## src/rtl/arb_pkg.sv

```systemverilog
// arb_pkg: shared sizes, priority-mode codes and state encoding for the 8-way result arbiter
package arb_pkg;
    localparam int NREQ       = 8;
    localparam int SEL_W      = 3;
    localparam int PRIO_RR    = 0;
    localparam int PRIO_FIXED = 1;
    typedef enum logic {ST_EMPTY, ST_FULL} state_t;
endpackage

```

## src/rtl/mux8to1.sv

```systemverilog
// mux8to1: 8:1 select of DW-bit lanes
//   d   in  8*DW  lane i in bits [i*DW +: DW]
//   sel in  3     lane index
//   y   out DW    selected lane
module mux8to1 #(parameter int DW = 8) (
    input  logic [8*DW-1:0] d,
    input  logic [2:0]      sel,
    output logic [DW-1:0]   y
);
    assign y = d[sel*DW +: DW];
endmodule

```

## src/rtl/rr_pick8.sv

```systemverilog
// rr_pick8: combinational winner pick over 8 requests, rotating from ptr or fixed from index 0
//   req    in  8  request vector
//   ptr    in  3  first index to scan in round-robin mode
//   mode   in  1  0 = round-robin, 1 = fixed priority (ptr ignored)
//   any    out 1  at least one request present
//   winner out 3  selected index
//   onehot out 8  one-hot of winner, 0 when no request
module rr_pick8 import arb_pkg::*; (
    input  logic [NREQ-1:0]  req,
    input  logic [SEL_W-1:0] ptr,
    input  logic             mode,
    output logic             any,
    output logic [SEL_W-1:0] winner,
    output logic [NREQ-1:0]  onehot
);
    logic [SEL_W-1:0] base;
    assign base   = mode ? '0 : ptr;
    assign any    = |req;
    assign onehot = any ? NREQ'(1) << winner : '0;
    // scan downward so the request closest to base is the last one written
    always_comb begin
        winner = '0;
        for (int k = NREQ - 1; k >= 0; k--)
            if (req[base + SEL_W'(k)]) winner = base + SEL_W'(k);
    end
endmodule

```

## src/rtl/rr_arb8_ctrl.sv

```systemverilog
// rr_arb8_ctrl: 8-way arbiter sharing one DW-bit result path, registered output on valid/ready
//   clk       in   1     rising-edge clock
//   rst_n     in   1     async active-low reset
//   req       in   8     requests, held until granted
//   req_data  in   8*DW  requester i data in [i*DW +: DW]
//   gnt       out  8     one-hot grant, data captured at this edge
//   out_valid out  1     output register full
//   out_data  out  DW    captured winner data
//   out_src   out  3     captured winner index
//   out_ready in   1     downstream accept
//   busy      out  1     output full or any request pending
module rr_arb8_ctrl import arb_pkg::*; #(
    parameter int DW        = 8,
    parameter int PRIO_MODE = PRIO_RR
) (
    input  logic               clk,
    input  logic               rst_n,
    input  logic [NREQ-1:0]    req,
    input  logic [NREQ*DW-1:0] req_data,
    output logic [NREQ-1:0]    gnt,
    output logic               out_valid,
    output logic [DW-1:0]      out_data,
    output logic [SEL_W-1:0]   out_src,
    input  logic               out_ready,
    output logic               busy
);
    state_t           state;
    logic [SEL_W-1:0] ptr, winner;
    logic [NREQ-1:0]  onehot;
    logic [DW-1:0]    sel_data;
    logic             any, load;
    rr_pick8 u_pick (
        .req    (req),
        .ptr    (ptr),
        .mode   (PRIO_MODE == PRIO_FIXED),
        .any    (any),
        .winner (winner),
        .onehot (onehot)
    );
    mux8to1 #(.DW(DW)) u_mux (
        .d   (req_data),
        .sel (winner),
        .y   (sel_data)
    );
    // a full register can reload in the same cycle it drains
    assign load      = (state == ST_EMPTY || out_ready) && any;
    assign gnt       = (rst_n && load) ? onehot : '0;
    assign out_valid = state == ST_FULL;
    assign busy      = out_valid | any;
    always_ff @(posedge clk or negedge rst_n) begin
        if (!rst_n) begin
            state    <= ST_EMPTY;
            ptr      <= '0;
            out_data <= '0;
            out_src  <= '0;
        end else if (load) begin
            state    <= ST_FULL;
            out_data <= sel_data;
            out_src  <= winner;
            ptr      <= (PRIO_MODE == PRIO_RR) ? winner + SEL_W'(1) : '0;
        end else if (out_ready) begin
            state    <= ST_EMPTY;
        end
    end
endmodule

```

## config.mk

```make
export PLATFORM = sky130hd
export DESIGN_NAME = rr_arb8_ctrl
export DESIGN_NICKNAME = d
export VERILOG_FILES = /design/src/rtl/arb_pkg.sv /design/src/rtl/mux8to1.sv /design/src/rtl/rr_pick8.sv /design/src/rtl/rr_arb8_ctrl.sv
export SDC_FILE = /design/constraint.sdc
export NUM_CORES = 1
export LEC_CHECK = 0
export ABC_CLOCK_PERIOD_IN_PS = 11800
export CAP_MARGIN = 20
export CORE_ASPECT_RATIO = 0.6
export CORE_UTILIZATION = 49
export DETAILED_ROUTE_END_ITERATION = 8
export PLACE_DENSITY = 0.87
export SKIP_CTS_REPAIR_TIMING = 1
export SLEW_MARGIN = 20
export SYNTH_ARGS = -nofsm -noshare
export SYNTH_HDL_FRONTEND = slang
export SYNTH_HIERARCHICAL = 1
export SYNTH_SLANG_ARGS = --single-unit
```

## constraint.sdc

```tcl
create_clock -name clk -period 11.8 [get_ports clk]
set_clock_uncertainty 0.2 [all_clocks]
set_input_delay 1.77 -clock clk [delete_from_list [all_inputs] [get_ports clk]]
set_output_delay 1.77 -clock clk [all_outputs]
set_load 0.02 [all_outputs]
```

# Yosys cells after proc, flatten, opt, wreduce, memory -nomap -nowiden
# Cells that the tools add are included.
# word_totals
ff_bits,15
output_inout_bits,21
word_cells,57
# classes
n_addsub,8
magnitude_cmp,8
shift,2
n_mux,28
bitwise,2
reduce_logical,5
# op_table
op,count
$shiftx A64 B7 Y8,1
$lt A3 B4 Y1 const B,8
$bmux W1 S3,8
$mux W3,8
$mux W8,2
$add A3 B3 Y3 const B,4
$mux W1,10
$reduce_or A8 Y1,1
$shl A1 B3 Y8 const A,1
$add A3 B1 Y3 const B,2
$add A3 B2 Y3 const B,2
$logic_and A1 B1 Y1,2
$reduce_bool A2 Y1,1
$logic_or A1 B1 Y1,1
$not A1 Y1,1
$or A1 B1 Y1,1

# Depth between registers and ports, before layout
# logic_depth
depth_word,14
ltp_mapped,19
mapped_depth_nobuf,13

# By module
# The synthesis kept the hierarchy.
# by_module_without_submodules
mod,instances,cells_per_inst,area_per_inst_um2
rr_pick8,1,189,1362.6
rr_arb8_ctrl,1,49,675.6
mux8to1,1,29,550.5

# Worst setup path after synthesis
# No wires, ideal clock.
# synth_timing
kind,input -> output
from,in req[1]
to,out gnt[1]
arrival_time_ps,4051
slack_ps,5779
path_stages,9
n_path_buf,1
cell_sequence,clkbuf_1 > mux2i_1 > mux4_2 > and3_4 > a31o_1 > a211o_1 > or3b_1 > nor2b_1 > and3_1
# synth_between
elab_chain_cells,13
elab_cells_between_ends,30
cone_classes,1 x shift; 26 x mux; 3 x reduce/logical
# synth_lines
element,line,rtl
start: declaration,rr_arb8_ctrl.sv:18,"input logic [NREQ-1:0] req,"
$bmux W1 S3,rr_pick8.sv:24,if (req[base + SEL_W'(k)]) winner = base + SEL_W'(k);
$mux W1 (not written as such),rr_pick8.sv:24,
$mux W3 (7 in a row),rr_pick8.sv:24,
$mux W3 (*),rr_pick8.sv:24,
via winner[1],rr_arb8_ctrl.sv:28,"logic [SEL_W-1:0] ptr, winner;"
$shl A1 B3 Y8 (*),rr_pick8.sv:19,assign onehot = any ? NREQ'(1) << winner : '0;
$mux W8 (*),rr_pick8.sv:19,
via onehot[1],rr_arb8_ctrl.sv:29,logic [NREQ-1:0] onehot;
$mux W8 (*),rr_arb8_ctrl.sv:47,assign gnt = (rst_n && load) ? onehot : '0;
end: declaration,rr_arb8_ctrl.sv:20,"output logic [NREQ-1:0] gnt,"
# The timed path passes the listed nets; every way through them passes the cells marked *. The select of a mux whose other input is x is not followed.

# Worst setup path after layout
# Same ends and word-level chain as after synthesis.

==> summary.txt <==
Outcome
  • Status: complete, no violations

Logic synthesis
  • EDFF count, synth: 0
  • Cells after synthesis: approximately 270
  • Syn Std Cell Area: ~0.0026 mm2
  • Most used DFF post-synth: dfrtp_1
  • #FFs+latches synth: 15
  • Sequential-to-total area share from yosys stat: 14.5%
  • Synth warnings: 6
  • Netlist cell types: 65
  • Avg Inst Size Synth: 9.70 um2
  • Post-synth ARST share: 100%

Detailed routing
  • Drt wl/cell: 21.0 um
  • DRT Pass-1 Iters: 6
  • DR vias: 2667
  • WL final: between 8000 and 9000 um
  • Initial DRC count: around 290
  • DRC violations left: 0
  • Post-route antenna net violation count: 0
  • Vias/cell: 6.47

Clock network
  • Clock Path Buffers: 2
  • CTS tree: done
  • Clock slew at reported path FFs: around 60 ps
  • Clock latency on the worst-skew pair: between 200 and 300 ps
  • Clk root buf: clkbuf_8
  • # clock sinks: 15
  • CTS Buf Count: 3
  • # H-tree levels: 1

Placement
  • DP HPWL: 6850 um
  • Placed standard-cell area: about 0.0035 mm2
  • Port Buf Inserts: 95
  • GP Congestion: 1.00
  • Pre-CTS WS: 4390 ps

Layout
  • Ant diodes: 0
  • Fin nets: approximately 430
  • Commonest non-fill, non-tap cell in the layout: clkdlybuf4s50_1
  • Most frequent cells in the layout: clkdlybuf4s50_1, mux2_2, mux2i_1
  • Area delta synth->final: 36.5%
  • Final Util: 69.6%
  • Final instance area: around 0.0035 mm2
  • Layout cells sized above 1: around 14%

Hold path
  • Hold crit path type: flip-flop to flip-flop
  • Worst Hold Depth: 1
  • HP Start: out_data[1]$_DFFE_PN0P_
  • Worst Hold End: out_data[1]$_DFFE_PN0P_

Floorplanning
  • Die height: 58.3 um
  • Core Region: 0.00508 mm2
  • Num ports: 96
  • Die area: 0.00559 mm2
  • Die width: 95.8 um
  • Site row count: 20
  • Starting Density: about half

GRT
  • Global-route wire length before repair: 13500 um
  • Gr usage total: 33.1%
  • Largest net degree at the start of global routing: 28
  • Total grt overflow: 0
  • Vias in the first global route: 2516
  • Initial antenna violation count: 0

Worst setup path
  • Worst Path Max Fanout: 14
  • CP endpoint kind: output pin
  • Critical path arrival: approximately 5500 ps
  • Critical Path Source Type: input pin
  • Reg2reg start: ptr[0]$_DFFE_PN0P_
  • CP Data Required Time: 9830 ps
  • Worst r2r path cells: 13
  • Crit Path Category: input pin to output pin
  • R2R Path End: out_data[6]$_DFFE_PN0P_
  • R2R Setup Slk: 6540 ps

Power and ir drop
  • Power, Total: between 0.8 and 0.9 mW
  • P_int: 0.440 mW
  • Sequential power share: 13.5%
  • Clock power frac: 5.3%
  • Leak: ~1.4 nW
  • Power Density: 232 mW/mm2
  • Comb power frac: slightly above 80%
  • Sw frac: about 46%
  • NetSw: 0.380 mW
  • Peak supply drop: about 0.00011 V

STA
  • Final period utilization: a little over three fifths
  • Final setup TNS: 0 ps
  • Min Tclk post-route: 7430 ps
  • Final worst setup slack: around 4400 ps
  • Final Hold Vio Count: 0
  • Worst slew pin tran: 1100 ps
  • Final Max Tran Viols: 0
  • Unrepaired setup endpoints after global routing: false
  • Setup violations, final: 0
  • Fmax achieved: 0.135 GHz
  • Max-slew headroom: 26.3%

Flow run
  • Max-cap violations: 0
-- power by group through the flow --
stage	logic (mW)	registers [mW]	clock network, mW
after floorplan	0.498	0.113	0
after global placement	0.643	0.110	0
after detailed placement	0.652	0.110	0
after CTS	0.656	0.110	0.0442
after global routing	0.707	0.116	0.0471
final	0.666	0.111	0.0433
-- state kept, by name, summed over array words and instances, names as in the netlist --
name / flops
ptr: 3
out_valid: 1
out_data: 8
out_src: 3
-- metal layers --
| layer | GRT usage, % | vias to the layer above | wire length (um) |
|---|---|---|---|
| li1 | - | 1185 | - |
| met1 | 49.8 | 1308 | 3970 |
| met2 | 46.0 | 160 | 3590 |
| met3 | 9.69 | 14 | 945 |
| met4 | 9.38 | 0 | 149 |
| met5 | 0 | - | 0 |
-- metrics by stage --
stage | instances | hold WS (ps)
2_1_floorplan | 274 | 286
3_3_place_gp | 408 | 292
3_5_place_dp | 408 | 297
4_1_cts | 412 | 310
5_1_grt | 412 | 334
6_report | 412 | 307
-- critical path, cell delays in order --
cell	delay, ps
clkdlybuf4s50_1	600
or4b_2	730
o221ai_1	180
nand2b_1	190
a221o_1	150
a31oi_1	90
a211o_1	450
or3b_1	450
nor2b_1	120
and3_1	150
clkdlybuf4s50_1	600
-- cell families (layout without fill, tap and decap cells) --
group           Yosys count  after routing  share of synthesized area [%]
buf+inv                  39            111                           8.55
xor+xnor                  7              7                           2.37
mux                      66             66                           39.6
simple gates             84             84                           18.6
compound gates           52             52                           14.8
flops                    15             15                           14.5
other cells               1              8                          0.145
fa+ha+maj                 3              3                           1.45
-- synthesized netlist by cell type (all sizes together) (6+ instances only) --
| cell | count | area (um2) |
|---|---|---|
| and3 | 10 | 67.6 |
| buf | 16 | 129 |
| clkbuf | 14 | 53.8 |
| dfrtp | 15 | 375 |
| inv | 9 | 38.8 |
| mux2 | 27 | 308 |
| mux2i | 18 | 180 |
| mux4 | 21 | 537 |
| nand2 | 17 | 63.8 |
| nand2b | 8 | 57.6 |
| nand3 | 7 | 35.0 |
| nor2 | 12 | 45.0 |
| nor2b | 6 | 45.0 |
| o21ai | 14 | 70.1 |
| xnor2 | 6 | 52.6 |
-- worst max-delay path by stage --
stage,startpoint,to,slack (ps)
6_report,req[1],gnt[1],4370
4_1_cts,req[1],gnt[0],4390
3_3_place_gp,req[1],gnt[1],4450
3_5_place_dp,req[1],gnt[0],4390
5_1_grt,req[1],gnt[0],4180
2_1_floorplan,req[1],gnt[1],5780
-- area by class of cell --
class	count	area [um2]
inverters	9	38.8
clock buffers	4	45.0
repair buffers	98	973
well taps	66	82.6
multi-input cells	220	2020
fillers	416	1550
flip-flops and latches	15	375
Power figures use the tool's default switching activity.
==> edit, RTL diff (config.mk and constraints unchanged) <==
Reset style: synchronous (`rst_n`), changed in one clocked block. Comments in the files are not updated.
--- a/src/rtl/rr_arb8_ctrl.sv
+++ b/src/rtl/rr_arb8_ctrl.sv
@@ -49,3 +49,3 @@
     assign busy      = out_valid | any;
-    always_ff @(posedge clk or negedge rst_n) begin
+    always_ff @(posedge clk) begin
         if (!rst_n) begin
Formal check against the unedited RTL: differs if rst_n is asserted again (counterexample within 4 cycles, from zero or initial values and one cycle with rst_n low); with rst_n held inactive, the same outputs for 10 cycles.
==> edit against the unedited design <==
Register-to-register slack is essentially flat; utilization grew 0.44 points; critical path depth shrank 1; total power shrank 31%; global-route usage shrank 3.1 points; area after synthesis grew 2.5%; non-clock buffer count is the same; count of clock-buffer cells in the layout is the same; sequential cell count is the same; combinational power shrank 35%; wire length shrank 1.5%; worst hold slack lost 0.040 ns; design area grew 1.6%; worst setup slack lost 0.16 ns; critical endpoint is now gnt[6]; largest power group unchanged.
==> edit: results (changes against the unedited design) <==
| Metric | Value |
|---|---|
| Final cell count without fillers | `437 (+6.1%)` |
| Top cells by area, synth | `mux4_1 17%, dfxtp_1 11%, mux2i_1 6.4%` |
| Final Wtd Congestion | `1.02 (+2.3%)` |
| Reg2reg end | `out_data[2]$_SDFFE_PN0P_` |
| Max VDD drop | `0.0728 mV (-33%)` |
| Arr. time, crit path | `5.62 ns (+0.16 ns)` |
| Sequential-to-total area share from yosys stat | `0.113 (-0.0318)` |
| Crit path max fanout | `22 (+8)` |
| Synth Area per Inst | `8.99 sq um (-7.3%)` |
| First-pass GRT wire length | `13400 microns (-0.77%)` |
| Hold_sp | `out_data[3]$_SDFFE_PN0P_` |
| HPWL after DPL | `6580 microns (-3.9%)` |
| Main synth FF type | `dfxtp_1` |
| Synth cell types | `67 (+3.1%)` |
| Initial drt markers | `330 (+15%)` |
| Vias per inst | `6.43 (-0.74%)` |
| Outcome | `finished clean` |
| WL final | `8520 microns (-1.5%)` |
| Gr usage total | `0.301 (-0.0306)` |
| GR Util met2 | `0.471 (+0.0106)` |
| CP top delay family | `compound AO/OA/AOI/OAI gates` |
| Number of global-route vias before repair | `2568 (+2.1%)` |
| R2r worst-path depth | `15 (+2)` |
| Largest net degree at the start of global routing | `27 (-3.6%)` |
| WHS Path Cells | `2 (+1)` |
| Met1 Usage GRT | `0.425 (-0.0728)` |
| Synth cell count leaders | `19 x nand3_1, 17 x mux2i_1, 17 x mux4_1` |
| Reg-to-reg startpoint | `ptr[1]$_SDFFE_PN0P_` |
| GR Util met3 | `0.0825 (-0.0144)` |
| Max incr delay on CP | `0.81 ns (+0.08 ns)` |
| Worst hold endpoint | `out_data[3]$_SDFFE_PN0P_` |
| Leakage | `1.32 nW (-5.8%)` |
edit: changes by cell type after synthesis, sizes merged, moves of 3 or more:
cell | unedited run | this run
o21ai | 14 | 26
mux2 | 27 | 15
dfxtp | 0 | 15
dfrtp | 15 | 0
nand3 | 7 | 19
a21oi | 3 | 15
buf | 16 | 19
edit: logic make-up (layout without fill, tap and decap cells):
group                    Yosys count  count (layout)  synth area share
AO/OA/AOI/OAI                     78              78             0.225
XOR/XNOR                           7               7            0.0231
adder cells (fa/ha/maj)            3               3            0.0142
buffers and inverters             43             112            0.0906
flip-flops                        15              15             0.113
multiplexers                      53              53             0.330
other                              1               8           0.00141
AND/OR/NAND/NOR                   95              95             0.202
edit: per-stage QoR:
step                      setup slack, ns  utilization  instance area (sq um)  total power [mW]  hold WS, ns
after global placement               4.30        0.691                   3550             0.510        0.252
after global routing                 3.94        0.700                   3590             0.601        0.278
after detailed placement             4.23        0.691                   3550             0.517        0.258
after CTS                            4.23        0.700                   3590             0.561        0.266
final                                4.21        0.700                   3590             0.568        0.267
after floorplan                      5.78            -                   2680             0.413        0.251
edit: power by group:
| part | leakage (nW) | internal (mW) | switching (mW) | total (mW) |
|---|---|---|---|---|
| combinational | 1.17 | 0.221 | 0.214 | 0.435 |
| clock | 0.0228 | 0.0239 | 0.0172 | 0.0411 |
| sequential | 0.124 | 0.0676 | 0.0239 | 0.0915 |
edit: area by class of cell:
cell class | count | area [sq um]
multi-input cells | 244 | 2150
fillers | 393 | 1540
repair buffers | 98 | 973
flip-flops and latches | 15 | 300
well taps | 66 | 82.6
clock buffers | 4 | 45.0
inverters | 10 | 42.5
edit: metal layers:
layer,share of wire,vias to the layer above
met5,0,-
met2,0.43,209
met1,0.42,1300
met3,0.14,12
met4,0.0070,0
li1,-,1287
